**src/rtl/fu_broadcast_arbiter_if.sv**
```systemverilog
// Bus bundle between the functional units / CDB consumer and the broadcast
// arbiter. The master side is the outside world (units plus bus consumer),
// the slave side is the arbiter itself.
interface fu_broadcast_arbiter_if #(
    parameter int NUM_FU     = 4,
    parameter int DATA_WIDTH = 32,
    parameter int TAG_WIDTH  = 7,
    parameter int DEPTH      = 4
);
    localparam int ID_W  = $clog2(NUM_FU);
    localparam int CNT_W = $clog2(DEPTH) + 1;

    logic [NUM_FU-1:0]            fu_done;
    logic [NUM_FU*DATA_WIDTH-1:0] fu_result;
    logic [NUM_FU*TAG_WIDTH-1:0]  fu_tag;
    logic [NUM_FU-1:0]            fu_queued;
    logic                         cdb_valid;
    logic                         cdb_ready;
    logic [DATA_WIDTH-1:0]        cdb_data;
    logic [TAG_WIDTH-1:0]         cdb_tag;
    logic [ID_W-1:0]              cdb_fu_id;
    logic [CNT_W-1:0]             count;
    logic                         full;

    modport master (
        output fu_done, fu_result, fu_tag, cdb_ready,
        input  fu_queued, cdb_valid, cdb_data, cdb_tag, cdb_fu_id, count, full
    );

    modport slave (
        input  fu_done, fu_result, fu_tag, cdb_ready,
        output fu_queued, cdb_valid, cdb_data, cdb_tag, cdb_fu_id, count, full
    );
endinterface

```
**src/rtl/fu_broadcast_arbiter.sv**
```systemverilog
// Shared common-data-bus arbiter: latches per-unit done pulses as pending
// requests, grants one unit per cycle round-robin, queues the winner's
// {id, tag, result} in a small FIFO and presents the FIFO head on the CDB.
// Optional statistics counters are enabled with the macro FU_ARB_STATS_EN.
module fu_broadcast_arbiter #(
    parameter int NUM_FU     = 4,
    parameter int DATA_WIDTH = 32,
    parameter int TAG_WIDTH  = 7,
    parameter int DEPTH      = 4
) (
    input  logic clk,
    input  logic rst,
    fu_broadcast_arbiter_if.slave bus
`ifdef FU_ARB_STATS_EN
    ,
    output logic [31:0] stat_grants,
    output logic [31:0] stat_stall_cycles
`endif
);
    localparam int ID_W    = $clog2(NUM_FU);
    localparam int PTR_W   = $clog2(DEPTH);
    localparam int CNT_W   = PTR_W + 1;
    localparam int ENTRY_W = ID_W + TAG_WIDTH + DATA_WIDTH;

    // Per-unit views of the flattened result/tag buses
    logic [DATA_WIDTH-1:0] result_arr [NUM_FU];
    logic [TAG_WIDTH-1:0]  tag_arr    [NUM_FU];

    logic [NUM_FU-1:0] pending_reg, pending_next;
    logic [ID_W-1:0]   rr_reg, rr_next;
    logic [NUM_FU-1:0] grant_onehot;
    logic              grant_valid;
    logic [ID_W-1:0]   grant_id;

    logic [ENTRY_W-1:0] mem [DEPTH];
    logic [PTR_W-1:0]   wr_ptr_reg, rd_ptr_reg;
    logic [CNT_W-1:0]   count_reg, count_next;
    logic               full_int;
    logic               head_valid;
    logic               push;
    logic               pop;
    logic [ENTRY_W-1:0] head_entry;

    generate
        for (genvar gi = 0; gi < NUM_FU; gi++) begin : g_unpack
            assign result_arr[gi] = bus.fu_result[gi*DATA_WIDTH +: DATA_WIDTH];
            assign tag_arr[gi]    = bus.fu_tag[gi*TAG_WIDTH +: TAG_WIDTH];
        end
    endgenerate

    // Full is taken from the registered count, so a pop never frees a slot
    // for a push in the same cycle; the grant simply waits one cycle.
    assign full_int   = (count_reg == CNT_W'(DEPTH));
    assign head_valid = (count_reg != '0);

    // Round-robin winner search starting just above the last winner;
    // reset suppresses the grant immediately.
    always_comb begin
        int idx;
        grant_valid  = 1'b0;
        grant_id     = '0;
        grant_onehot = '0;
        idx          = 0;
        if (!rst && (pending_reg != '0) && !full_int) begin
            for (int k = 1; k <= NUM_FU; k++) begin
                idx = (int'(rr_reg) + k) % NUM_FU;
                if (!grant_valid && pending_reg[idx]) begin
                    grant_valid = 1'b1;
                    grant_id    = ID_W'(idx);
                end
            end
        end
        if (grant_valid) begin
            grant_onehot[grant_id] = 1'b1;
        end
    end

    assign push = grant_valid;
    assign pop  = head_valid && bus.cdb_ready;

    // Next-state for pending set/clear (a new done wins over a grant clear),
    // rotation pointer and FIFO occupancy.
    always_comb begin
        pending_next = (pending_reg & ~grant_onehot) | bus.fu_done;
        rr_next      = grant_valid ? grant_id : rr_reg;
        count_next   = count_reg;
        case ({push, pop})
            2'b10:   count_next = count_reg + CNT_W'(1);
            2'b01:   count_next = count_reg - CNT_W'(1);
            default: count_next = count_reg;
        endcase
    end

    // Control state: pending requests, rotation pointer, FIFO pointers/count.
    always_ff @(posedge clk) begin
        if (rst) begin
            pending_reg <= '0;
            rr_reg      <= ID_W'(NUM_FU - 1);
            wr_ptr_reg  <= '0;
            rd_ptr_reg  <= '0;
            count_reg   <= '0;
        end else begin
            pending_reg <= pending_next;
            rr_reg      <= rr_next;
            count_reg   <= count_next;
            if (push) begin
                wr_ptr_reg <= wr_ptr_reg + PTR_W'(1);
            end
            if (pop) begin
                rd_ptr_reg <= rd_ptr_reg + PTR_W'(1);
            end
        end
    end

    // FIFO storage; entries need no reset because count gates visibility.
    always_ff @(posedge clk) begin
        if (push) begin
            mem[wr_ptr_reg] <= {grant_id, tag_arr[grant_id], result_arr[grant_id]};
        end
    end

    // Head is read combinationally so a granted entry is visible the next cycle.
    assign head_entry = head_valid ? mem[rd_ptr_reg] : '0;

    assign bus.fu_queued = grant_onehot;
    assign bus.cdb_valid = head_valid;
    assign bus.cdb_data  = head_entry[DATA_WIDTH-1:0];
    assign bus.cdb_tag   = head_entry[DATA_WIDTH +: TAG_WIDTH];
    assign bus.cdb_fu_id = head_entry[DATA_WIDTH+TAG_WIDTH +: ID_W];
    assign bus.count     = count_reg;
    assign bus.full      = full_int;

`ifdef FU_ARB_STATS_EN
    logic [31:0] stat_grants_reg;
    logic [31:0] stat_stall_reg;

    // Grant and stall counters, free-running modulo 2^32.
    always_ff @(posedge clk) begin
        if (rst) begin
            stat_grants_reg <= '0;
            stat_stall_reg  <= '0;
        end else begin
            if (grant_valid) begin
                stat_grants_reg <= stat_grants_reg + 32'd1;
            end
            if ((pending_reg != '0) && full_int) begin
                stat_stall_reg <= stat_stall_reg + 32'd1;
            end
        end
    end

    assign stat_grants       = stat_grants_reg;
    assign stat_stall_cycles = stat_stall_reg;
`endif
endmodule

```
**src/flat_wrapper.sv**
```systemverilog
// flat-port wrapper written by rule: the top's interface ports become plain ports
module fu_broadcast_arbiter_flat 
#(
    parameter int NUM_FU     = 4,
    parameter int DATA_WIDTH = 32,
    parameter int TAG_WIDTH  = 7,
    parameter int DEPTH      = 4
)
  (clk, rst, bus_fu_done, bus_fu_result, bus_fu_tag, bus_cdb_ready, bus_fu_queued, bus_cdb_valid, bus_cdb_data, bus_cdb_tag, bus_cdb_fu_id, bus_count, bus_full);
  fu_broadcast_arbiter_if #(.NUM_FU(NUM_FU), .DATA_WIDTH(DATA_WIDTH), .TAG_WIDTH(TAG_WIDTH), .DEPTH(DEPTH)) bus_i ();
  input  logic clk;
  input  logic rst;
  input wire logic [$bits(bus_i.fu_done)-1:0] bus_fu_done;
  input wire logic [$bits(bus_i.fu_result)-1:0] bus_fu_result;
  input wire logic [$bits(bus_i.fu_tag)-1:0] bus_fu_tag;
  input wire logic [$bits(bus_i.cdb_ready)-1:0] bus_cdb_ready;
  output wire logic [$bits(bus_i.fu_queued)-1:0] bus_fu_queued;
  output wire logic [$bits(bus_i.cdb_valid)-1:0] bus_cdb_valid;
  output wire logic [$bits(bus_i.cdb_data)-1:0] bus_cdb_data;
  output wire logic [$bits(bus_i.cdb_tag)-1:0] bus_cdb_tag;
  output wire logic [$bits(bus_i.cdb_fu_id)-1:0] bus_cdb_fu_id;
  output wire logic [$bits(bus_i.count)-1:0] bus_count;
  output wire logic [$bits(bus_i.full)-1:0] bus_full;
  assign bus_i.fu_done = bus_fu_done;
  assign bus_i.fu_result = bus_fu_result;
  assign bus_i.fu_tag = bus_fu_tag;
  assign bus_i.cdb_ready = bus_cdb_ready;
  assign bus_fu_queued = bus_i.fu_queued;
  assign bus_cdb_valid = bus_i.cdb_valid;
  assign bus_cdb_data = bus_i.cdb_data;
  assign bus_cdb_tag = bus_i.cdb_tag;
  assign bus_cdb_fu_id = bus_i.cdb_fu_id;
  assign bus_count = bus_i.count;
  assign bus_full = bus_i.full;
  fu_broadcast_arbiter #(.NUM_FU(NUM_FU), .DATA_WIDTH(DATA_WIDTH), .TAG_WIDTH(TAG_WIDTH), .DEPTH(DEPTH)) u_core (.clk(clk), .rst(rst), .bus(bus_i));
endmodule
```
**config.mk**
```make
export PLATFORM = sky130hd
export DESIGN_NAME = fu_broadcast_arbiter_flat
export DESIGN_NICKNAME = d
export VERILOG_FILES = /design/src/rtl/fu_broadcast_arbiter_if.sv /design/src/rtl/fu_broadcast_arbiter.sv /design/src/flat_wrapper.sv
export SDC_FILE = /design/constraint.sdc
export NUM_CORES = 1
export LEC_CHECK = 0
export ABC_AREA = 1
export CORE_MARGIN = 2
export CORE_UTILIZATION = 45
export CTS_CLUSTER_DIAMETER = 40
export DETAILED_ROUTE_END_ITERATION = 6
export MAX_ROUTING_LAYER = met4
export PLACE_DENSITY = 0.85
export SYNTH_ARGS = -nofsm -noshare
export SYNTH_HDL_FRONTEND = slang
export SYNTH_SLANG_ARGS = --single-unit
```
**constraint.sdc**
```tcl
create_clock -name clk -period 3 [get_ports clk]
set_input_delay 0.3 -clock clk [delete_from_list [all_inputs] [get_ports clk]]
set_output_delay 0.3 -clock clk [all_outputs]
set_load 0.05 [all_outputs]
```
**Word level (Yosys, flattened, before mapping)**

Memories as Yosys holds them, arrays and structs flattened. A register that Yosys moved wholly into a read port is not among the register bits.
Index checks and enable logic that the tools add are counted.

- Order comparisons: 7
- Eq/ne operators: 3
- Muxes and demuxes: 40
- Add/subtract/negate cells: 8
- Reductions and logical operators: 19
- Bitwise logic cells: 8

Operators with widths:

| operator | number |
|---|---|
| binary-select mux 32 bit (select 2 bit) | 1 |
| 2-to-1 mux 32 bit | 2 |
| 2-to-1 mux 41 bit | 1 |
| 2-to-1 mux 1 bit | 19 |
| less-than comparator 3 x 4 -> 1 bit, second input constant | 4 |
| binary-select mux 7 bit (select 2 bit) | 1 |
| 2-to-1 mux 2 bit | 7 |
| 2-to-1 mux 7 bit | 2 |
| adder 2 x 1 -> 2 bit, second input constant | 4 |
| binary-select mux 1 bit (select 2 bit) | 4 |
| OR reduction 2 bit | 4 |
| logical AND 1 bit | 7 |
| case mux 3 bit (2 select lines) | 1 |
| logical NOT 1 bit | 5 |
| adder 2 bit, second input constant | 2 |
| bitwise AND 1 bit, first input constant | 4 |
| bitwise AND 4 bit | 1 |
| 2-to-1 mux 4 bit | 1 |
| NOT 4 bit | 1 |
| bitwise OR 4 bit | 1 |
| nonzero test 4 bit | 1 |
| adder 3 x 1 -> 3 bit, second input constant | 1 |
| equality test 3 bit, second input constant | 1 |
| >= comparator 3 bit, second input constant | 1 |
| other kinds (9) | 9 |

- Memories kept: 1
- Memory bits (writable): 164
- Input port bits: 163
- Bits in registers: 13

Memory list:

| name | depth | width | rd ports | clocked after Yosys merged registers in | write ports | line | source |
|---|---|---|---|---|---|---|---|
| u_core.mem | 4 | 41 | 1 | 1 | 1 | fu_broadcast_arbiter.sv:35 | `logic [ENTRY_W-1:0] mem [DEPTH];` |

**Longest topological paths before layout**

Gate-level depths: netlist of the first run.

- Depth after elaboration: 28
- Mapped depth: 16
- Gate-level depth less buffers: 14

**Worst setup path before layout of the first run**

OpenSTA, ideal clock, no wires.

- Path kind: register -> register
- Start: register u_core.count_reg[0], in the netlist u_core.bus.count[0]
- End: memory u_core.mem[0][0] (netlist name), enable pin
- Setup time: 0.440 ns
- Cell stages (with the launch flop): 7
- Data required time: 2.560 ns
- Buffers on the path: 0
- Arrival time: 3.296 ns
- Setup slack: -0.735 ns
- Cell sequence: dfxtp_1 nor2_1 nand2_1 inv_1 nor2_2 inv_1 nor2_1

- Longest elaborated chain between the ends: 6

RTL lines:

| element | line | source |
|---|---|---|
| start: declaration | fu_broadcast_arbiter.sv:37 | `logic [CNT_W-1:0] count_reg, count_next;` |
| start signal: assignment | fu_broadcast_arbiter.sv:105 | `count_reg <= count_next;` |
| equality test 3 bit | fu_broadcast_arbiter.sv:53 | `assign full_int = (count_reg == CNT_W'(DEPTH));` |
| net bus_full | flat_wrapper.sv:23 | `output wire logic [$bits(bus_i.full)-1:0] bus_full;` |
| logical NOT 1 bit | fu_broadcast_arbiter.sv:64 | `if (!rst && (pending_reg != '0) && !full_int) begin` |
| logical AND 1 bit | fu_broadcast_arbiter.sv:64 |  |
| 2-to-1 mux 1 bit | fu_broadcast_arbiter.sv:64 |  |
| 2-to-1 mux 1 bit | fu_broadcast_arbiter.sv:117 | `if (push) begin` |
| 2-to-1 mux 1 bit (implied by the code) | fu_broadcast_arbiter.sv:118 | `mem[wr_ptr_reg] <= {grant_id, tag_arr[grant_id], result_arr[grant_id]};` |
| end: declaration | fu_broadcast_arbiter.sv:35 |  |

The timed path passes the listed nets, and every way through them passes these cells.

**Worst setup path in the final report of the first run**

- Start: register u_core.rr_reg[1]
- End: output bus_fu_queued[3]

- Longest elaborated chain between the ends: 23
- Elaborated cells on any way between the ends: 41
- Those cells by class: add/sub (4); order compare (2); mux (28); reduce/logical (7)

RTL lines:

| element | line | source |
|---|---|---|
| start: declaration | fu_broadcast_arbiter.sv:30 | `logic [ID_W-1:0] rr_reg, rr_next;` |
| start signal: assignment | fu_broadcast_arbiter.sv:98 | `rr_reg <= ID_W'(NUM_FU - 1);` |
| start signal: assignment | fu_broadcast_arbiter.sv:104 | `rr_reg <= rr_next;` |
| adder 2 x 1 -> 2 bit | fu_broadcast_arbiter.sv:66 | `idx = (int'(rr_reg) + k) % NUM_FU;` |
| binary-select mux 1 bit (select 2 bit) | fu_broadcast_arbiter.sv:67 | `if (!grant_valid && pending_reg[idx]) begin` |
| 2-to-1 mux 1 bit (implied by the code) (2 in series) | fu_broadcast_arbiter.sv:67 |  |
| 2-to-1 mux 1 bit | fu_broadcast_arbiter.sv:67 |  |
| 2-to-1 mux 1 bit | fu_broadcast_arbiter.sv:64 |  |
| logical NOT 1 bit | fu_broadcast_arbiter.sv:67 |  |
| logical AND 1 bit | fu_broadcast_arbiter.sv:67 |  |
| 2-to-1 mux 1 bit | fu_broadcast_arbiter.sv:67 |  |
| [6 not listed] | - |  |
| logical AND 1 bit | fu_broadcast_arbiter.sv:67 |  |
| 2-to-1 mux 2 bit | fu_broadcast_arbiter.sv:67 |  |
| 2-to-1 mux 2 bit | fu_broadcast_arbiter.sv:64 |  |
| less-than comparator 2 x 3 -> 1 bit (implied by the code) / >= comparator 2 x 1 -> 1 bit (equally long branches) | fu_broadcast_arbiter.sv:74 | `grant_onehot[grant_id] = 1'b1;` |
| logical AND 1 bit (implied by the code) | fu_broadcast_arbiter.sv:74 |  |
| 2-to-1 mux 1 bit (implied by the code) | fu_broadcast_arbiter.sv:74 |  |
| demux 1 bit (select 2 bit) | - |  |
| 2-to-1 mux 4 bit (*) | fu_broadcast_arbiter.sv:73 | `if (grant_valid) begin` |
| end: declaration | flat_wrapper.sv:17 | `output wire logic [$bits(bus_i.fu_queued)-1:0] bus_fu_queued;` |

Mark *: on every way between the ends. The rest lies on a longest branch, timed or not. The select of a mux whose other input is x is not followed.

==> results.rst, run 1 <==
.. list-table::
   :header-rows: 1

   * - Metric
     - Value
   * - Die span in y
     - 141 um
   * - WS Path Type
     - register to output pin
   * - Placement row count
     - 50
   * - Starting density of the core
     - 45.5%
   * - Internal Power
     - 6.08 mW
   * - Combinational share of power
     - 47.8%
   * - Element type at the critical path start
     - register
   * - First-pass detailed-route iteration total
     - 6
   * - Most common cell after layout, fill and taps aside
     - nand2_1
   * - CP delay by family, top
     - simple AND/OR/NAND/NOR gates
   * - FF-to-FF Start
     - u_core.rr_reg[1]
   * - Worst R2R Setup Slack
     - 0.60 ns
   * - Most frequent CP cell
     - nand2_1
   * - Power per unit of standard cell area
     - 942 nW/um^2
   * - Number of max-capacitance violations reported
     - 0
   * - Max H-tree Level
     - 4
   * - Via count
     - 7217
   * - Post-synth top flop
     - edfxtp_1
   * - Routed length per instance
     - 16.5 um
   * - Die Outline Area
     - 19900 um^2
   * - Via count of the first global-routing pass
     - 6959
   * - Mean instance size in the synthesized netlist
     - 9.08 um^2
   * - Total of buffers placed on input and output ports
     - 212
   * - Number of flip-flops under the largest register name
     - 164
   * - Number of top-level pins
     - 213
   * - Path length in cells of the critical path
     - 12
   * - Post-synthesis sequential area ratio
     - 61.8%
   * - Clk sink count
     - 179
   * - Worst-path maximum fanout
     - 10
   * - Vias per Instance
     - 5.22
   * - Count of cells along the worst hold path
     - 3
   * - Largest stage delay on the critical path
     - 0.47 ns
   * - Cells along the critical path
     - inv_2 -> nand2_1 -> nand2_1 -> nand2_1 -> nand2_1 -> nor2_1 -> nand2_1 -> nand2_2 -> nand2_2 -> nor2_4 -> buf_12 -> buf_12
   * - Remaining routing DRC violations
     - 0
   * - Max-slew violation total from the final report
     - 0
   * - Worst hold path class
     - input port to register
   * - Worst clock skew
     - 0.0114 ns
   * - F_max
     - 0.360 GHz
   * - Horizontal die dimension
     - 141 um
   * - Post-CTS setup-driven buffer insertion count
     - 0
   * - Net count after synthesis
     - 1101
   * - First DRT Iteration DRCs
     - 639
   * - Maximum number of pins on one net before global-route repair
     - 49
   * - Wire length of the first global-routing pass
     - 35500 um
   * - Post-synth ARST share
     - 0%
   * - Highest-count cells in the layout ignoring fill and taps
     - nand2_1, nor2_1, clkdlybuf4s50_1, edfxtp_1, o21ai_0
   * - Outcome
     - finished clean
   * - Switch Pwr
     - 4.65 mW
   * - Clock tree root buffer cell
     - clkbuf_16
   * - Worst hold path endpoint
     - u_core.pending_reg[1]
   * - Final setup slack of the worst path
     - 0.223 ns
   * - Core occupancy in the finished layout
     - 61.3%
   * - Area growth from synthesis to final layout
     - 34.7%
   * - EDFF count, synth
     - 164
   * - Sum of overflow across all layers after global routing
     - 0
   * - Estimated wirelength of the detail-placed design
     - 14900 um
   * - Final RePlAce weighted congestion
     - 0.862
   * - Post-placement setup slack
     - 0.254 ns
   * - Final WL
     - 22800 um
   * - Reg-to-Reg End
     - u_core.mem[3][11]
   * - Sw Share
     - 43.4%
   * - Mapped cell area
     - 8460 um^2
   * - Endpoint required time on the critical path
     - 2.70 ns
   * - Count of buffering cells on the critical path with inverters included
     - 3
   * - Register bit count reported by yosys
     - 179
   * - Crit share post-route
     - 92.6%
   * - Synth Warn #
     - 0
   * - Power, Total
     - 10.7 mW
   * - Core region area
     - 18600 um^2
   * - Power share of the clock group
     - 19.7%
   * - Maximum VDD drop
     - 0.802 mV
   * - CTS tree
     - done
   * - Number of buffers inserted during clock tree synthesis
     - 17
   * - Remaining number of nets flagged by the antenna check after routing
     - 0
   * - Relative slew slack
     - 35.9%
   * - Post_cts resized
     - 1
   * - Buffer depth of the longest clock path
     - 2
   * - Fraction of layout cells with a size suffix above 1
     - 10.6%
   * - Relative contribution of sequential cells to total power
     - 32.6%
   * - Post-synthesis cell type count
     - 25
   * - Number of instances in the synthesized netlist
     - 932
   * - Origin of the worst min-delay path
     - bus_fu_done[1]
   * - Reg2Reg Depth
     - 15
   * - Setup repair after global routing missed its margin
     - false
   * - Number of diodes added for antenna fixing
     - 0
   * - GRT Resource Usage Total
     - 23.7%
   * - Total of endpoints with negative setup slack in the final report
     - 0
   * - Initial antenna violation count
     - 0
   * - Total count of hold-check failures in the final report
     - 0
   * - Net count of the finished layout
     - 1305
   * - CP max-delay cell
     - dfxtp_1
   * - Crit path capture type
     - output pin
   * - Static leakage
     - 4.49 nW
   * - Later-pin clock latency in the skew report
     - 0.42 ns
   * - CTS Hold Bufs
     - 0
   * - Worst-margin pin slew
     - 0.961 ns
   * - Clock transition time at the flip-flop clock pins of the worst setup and hold paths
     - 0.07 ns
   * - CP Data Arrival Time
     - 2.48 ns
   * - Final period demand of the worst path
     - 2.78 ns
==> cell usage after synthesis (all sizes together) (2+ instances only) <==
cell / n / area share [%]
nand2: 290 / 13
nor2: 179 / 8.1
edfxtp: 164 / 58
o21ai: 89 / 5.3
a21oi: 52 / 3.1
nand3: 48 / 3.1
inv: 33 / 1.5
clkbuf: 30 / 1.3
buf: 21 / 1.6
dfxtp: 15 / 3.6
ha: 5 / 0.74
o211ai: 2 / 0.18
==> cells by family after synthesis <==
family / Yosys count / share of synthesized area, %
AND/OR/NAND/NOR: 518 / 24.2
flip-flops: 179 / 61.8
AO/OA/AOI/OAI: 144 / 8.61
buffers and inverters: 85 / 4.42
adder cells (fa/ha/maj): 6 / 0.976
==> tightest hold or removal path, stage by stage <==
cell and delay, ns:
clkdlybuf4s50_1 0.39, inv_1 0.05, a21oi_1 0.06
==> cell type report <==
class / instances / area (um^2)
clock inverters: 13 / 135
fillers: 1452 / 7190
clock buffers: 19 / 433
well taps: 234 / 293
multi-input cells: 668 / 2890
flip-flops and latches: 179 / 5230
inverters: 34 / 133
repair buffers: 236 / 2280
==> metrics by stage <==
step,instance area [um^2],instances,setup TNS (ns),hold slack [ns]
6_report,11400,1383,0,0.438
4_1_cts,11400,1383,0,0.429
3_3_place_gp,10800,1351,0,0.460
2_1_floorplan,8470,932,-14.81,0.369
3_5_place_dp,10800,1351,0,0.460
5_1_grt,11400,1383,0,0.463
==> per-layer routing <==
metal	up-vias	GRT usage, %	part of all wire, %
met3	34	3.70	7.6
met1	3339	29.7	40
met5	-	-	0
met4	0	8.58	1.8
met2	338	39.4	50
li1	3506	-	-
==> power groups by stage <==
stage	sequential (mW)	combinational, mW	clock [mW]
finish	3.49	5.13	2.11
global route	3.52	5.56	2.24
CTS	3.49	5.14	2.13
detailed placement	3.54	5.12	0
global placement	3.53	5.01	0
floorplan	3.56	3.36	0
==> worst max path at each step <==
stage                     slack, ns                start                to
after floorplan               -0.09  u_core.bus.count[0]  u_core.mem[0][0]
after global placement         0.30                  rst  bus_fu_queued[2]
after detailed placement       0.25                  rst  bus_fu_queued[2]
after CTS                      0.07     u_core.rr_reg[0]  bus_fu_queued[1]
after global routing          0.009     u_core.rr_reg[1]  bus_fu_queued[0]
final                          0.22     u_core.rr_reg[1]  bus_fu_queued[3]
(Power assumes the default switching activity.)
==> inputs of run 2 (changes only) <==
--- a/config.mk
+++ b/config.mk
@@ -12,6 +12,7 @@
 export DETAILED_ROUTE_END_ITERATION = 6
 export MAX_ROUTING_LAYER = met4
 export PLACE_DENSITY = 0.85
+export SKIP_CTS_REPAIR_TIMING = 1
 export SYNTH_ARGS = -nofsm -noshare
 export SYNTH_HDL_FRONTEND = slang
 export SYNTH_SLANG_ARGS = --single-unit
==> constraint.sdc (replaced) <==
create_clock -name clk -period 3 [get_ports clk]
set_input_delay 0.3 -clock clk [delete_from_list [all_inputs] [get_ports clk]]
set_output_delay 0.3 -clock clk [all_outputs]
set_load 0.02 [all_outputs]
==> run 2 against run 1 <==
  * Die area did not move
  * Flip-flop and latch count did not move
  * Maximum frequency fell by 1.9%
==> results.rst, run 2 (same netlist as run 1, synthesis figures left out) <==
.. list-table::
   :header-rows: 1

   * - Metric
     - Value
   * - Outcome
     - finished clean (unchanged)
   * - Vias per Instance
     - 5.20 (was 5.22)
   * - Clock tree root buffer cell
     - clkbuf_16 (unchanged)
   * - Highest-count cells in the layout ignoring fill and taps
     - nand2_1, clkdlybuf4s50_1, nor2_1, edfxtp_1, o21ai_0 (was nand2_1, nor2_1, clkdlybuf4s50_1, edfxtp_1, o21ai_0)
   * - Starting density of the core
     - 45.5% (unchanged)
   * - Later-pin clock latency in the skew report
     - 0.42 ns (about the same)
   * - Via count
     - 7221 (was 7217)
   * - WS Path Type
     - register to output pin (unchanged)
   * - F_max
     - 0.353 GHz (was 0.360 GHz)
   * - Worst clock skew
     - 0.00651 ns (was 0.0114 ns)
   * - Largest stage delay on the critical path
     - 0.60 ns (was 0.47 ns)
   * - Relative slew slack
     - 60.4% (was 35.9%)
   * - Max H-tree Level
     - 4 (unchanged)
   * - Non-Filler Cell Area, Final
     - 11500 um^2 (was 11400 um^2)
   * - Worst-margin pin slew
     - 0.594 ns (was 0.961 ns)
   * - First DRT Iteration DRCs
     - 487 (was 639)
   * - Number of buffers inserted during clock tree synthesis
     - 17 (unchanged)
   * - Cell Area, Placed
     - 10900 um^2 (was 10800 um^2)
   * - Most frequent CP cell
     - nand2_1 (unchanged)
   * - Most common cell after layout, fill and taps aside
     - nand2_1 (unchanged)
   * - Routed length per instance
     - 16.1 um (was 16.5 um)
   * - Area occupied by multi-input gates
     - 2900 um^2 (was 2890 um^2)
   * - GRT Resource Usage Total
     - 23.1% (was 23.7%)
   * - Die Outline Area
     - 19900 um^2 (unchanged)
   * - Remaining number of nets flagged by the antenna check after routing
     - 0 (unchanged)
   * - Number of flip-flops under the largest register name
     - 164 (unchanged)
   * - Crit path capture type
     - output pin (unchanged)
   * - Setup repair after global routing missed its margin
     - false (unchanged)
   * - Area growth from synthesis to final layout
     - 35.4% (was 34.7%)
   * - Reg2Reg Depth
     - 15 (unchanged)
   * - Total of endpoints with negative setup slack in the final report
     - 0 (unchanged)
   * - Final period demand of the worst path
     - 2.83 ns (was 2.78 ns)
   * - First-pass detailed-route iteration total
     - 5 (was 6)
   * - Core region area
     - 18600 um^2 (unchanged)
   * - Path length in cells of the critical path
     - 11 (was 12)
   * - Power, Total
     - 9.78 mW (was 10.7 mW)
   * - Cells along the critical path
     - inv_4 -> nand2_1 -> nand2_1 -> nand2_1 -> nand2_1 -> nand2_1 -> nand3_2 -> nand3_4 -> nand3_2 -> inv_2 -> clkdlybuf4s50_1 (was inv_2 -> nand2_1 -> nand2_1 -> nand2_1 -> nand2_1 -> nor2_1 -> nand2_1 -> nand2_2 -> nand2_2 -> nor2_4 -> buf_12 -> buf_12)
   * - Net count of the finished layout
     - 1310 (was 1305)
   * - Fraction of layout cells with a size suffix above 1
     - 7.11% (was 10.6%)
   * - Element type at the critical path start
     - register (unchanged)
   * - Number of max-capacitance violations reported
     - 0 (unchanged)
   * - Final WL
     - 22300 um (was 22800 um)
   * - Worst-path maximum fanout
     - 10 (unchanged)
   * - CTS tree
     - done (unchanged)
   * - Endpoint required time on the critical path
     - 2.70 ns (about the same)
   * - Crit share post-route
     - 94.3% (was 92.6%)
   * - Via count of the first global-routing pass
     - 7025 (was 6959)
   * - Horizontal die dimension
     - 141 um (unchanged)
   * - Number of top-level pins
     - 213 (unchanged)
   * - CP max-delay cell
     - clkdlybuf4s50_1 (was dfxtp_1)
   * - Clk sink count
     - 179 (unchanged)
   * - Buffer depth of the longest clock path
     - 2 (unchanged)
   * - Total count of hold-check failures in the final report
     - 0 (unchanged)
   * - CP Data Arrival Time
     - 2.53 ns (was 2.48 ns)
   * - Sequential cell area
     - 5240 um^2 (was 5230 um^2)
   * - Maximum number of pins on one net before global-route repair
     - 73 (was 49)
   * - Core occupancy in the finished layout
     - 61.6% (was 61.3%)
   * - Worst hold path class
     - input port to register (unchanged)
   * - Clock transition time at the flip-flop clock pins of the worst setup and hold paths
     - 0.06 ns (was 0.07 ns)
   * - Final RePlAce weighted congestion
     - 0.847 (was 0.862)
   * - Sum of overflow across all layers after global routing
     - 0 (unchanged)
   * - Power per unit of standard cell area
     - 854 nW/um^2 (was 942 nW/um^2)
   * - Wire length of the first global-routing pass
     - 34800 um (was 35500 um)
   * - Maximum VDD drop
     - 0.530 mV (was 0.802 mV)
   * - Number of diodes added for antenna fixing
     - 0 (unchanged)
   * - Die span in y
     - 141 um (unchanged)
   * - Remaining routing DRC violations
     - 0 (unchanged)
   * - Count of buffering cells on the critical path with inverters included
     - 3 (unchanged)
   * - Total of buffers placed on input and output ports
     - 212 (unchanged)
   * - Estimated wirelength of the detail-placed design
     - 14400 um (was 14900 um)
   * - Count of cells along the worst hold path
     - 3 (unchanged)
   * - Max-slew violation total from the final report
     - 0 (unchanged)
   * - Placement row count
     - 50 (unchanged)
   * - Static leakage
     - 4.41 nW (was 4.49 nW)
   * - FILL cells
     - 1500 (was 1452)
   * - Initial antenna violation count
     - 0 (unchanged)
   * - CP delay by family, top
     - simple AND/OR/NAND/NOR gates (unchanged)
## run 2: cell types whose count changed in the layout (fill, tap and decap cells not counted), moves of 2 or more
cell / change
clkdlybuf4s50_1: +44
buf_4: -36
buf_12: -4
clkinvlp_4: +3
bufinv_16: -2
dfxtp_4: +2
## run 2: worst paths after layout
check                  startpoint               endpoint  slack [ns]
max              u_core.rr_reg[0]       bus_fu_queued[2]        0.17
min                bus_fu_done[2]  u_core.pending_reg[2]        0.42
max reg2reg      u_core.rr_reg[0]       u_core.mem[2][9]        0.52
min reg2reg  u_core.rd_ptr_reg[1]               register        0.49
## run 2: area by class of cell
class | count | share of cell area (%)
tap | 234 | 2.56
sequential | 179 | 45.7
multi-input combinational | 669 | 25.3
timing repair buffer | 240 | 20.7
inverter | 34 | 1.14
clock inverter | 12 | 0.743
clock buffer | 20 | 3.81
## run 2: power by group
part / switching, mW / leakage (nW) / internal (mW) / total, mW
logic: 2.70 / 2.55 / 1.61 / 4.31
registers: 0.142 / 1.63 / 3.39 / 3.53
clock network: 0.889 / 0.232 / 1.05 / 1.94
total: 3.73 / 4.41 / 6.05 / 9.78
## run 2: routing by layer
layer	wire, um	vias up	GRT usage, %
li1	-	3524	-
met1	9150	3380	28.5
met2	11200	286	38.4
met3	1760	31	5.26
met4	263	0	6.79
met5	0	-	-
## run 2: tightest hold or removal path, cell delays in order
cell and delay (ns):
clkdlybuf4s50_1 0.39, inv_1 0.05, a21oi_1 0.05
## run 2: stage by stage
stage               setup WS, ns  setup TNS (ns)  hold slack (ns)  cells
floorplan                 -0.349          -57.30            0.369    932
finish                     0.170               0            0.421   1388
detailed placement         0.209               0            0.453   1353
CTS                       -0.170          -0.402            0.404   1385
global route              0.0295               0            0.430   1388
global placement           0.309               0            0.447   1353
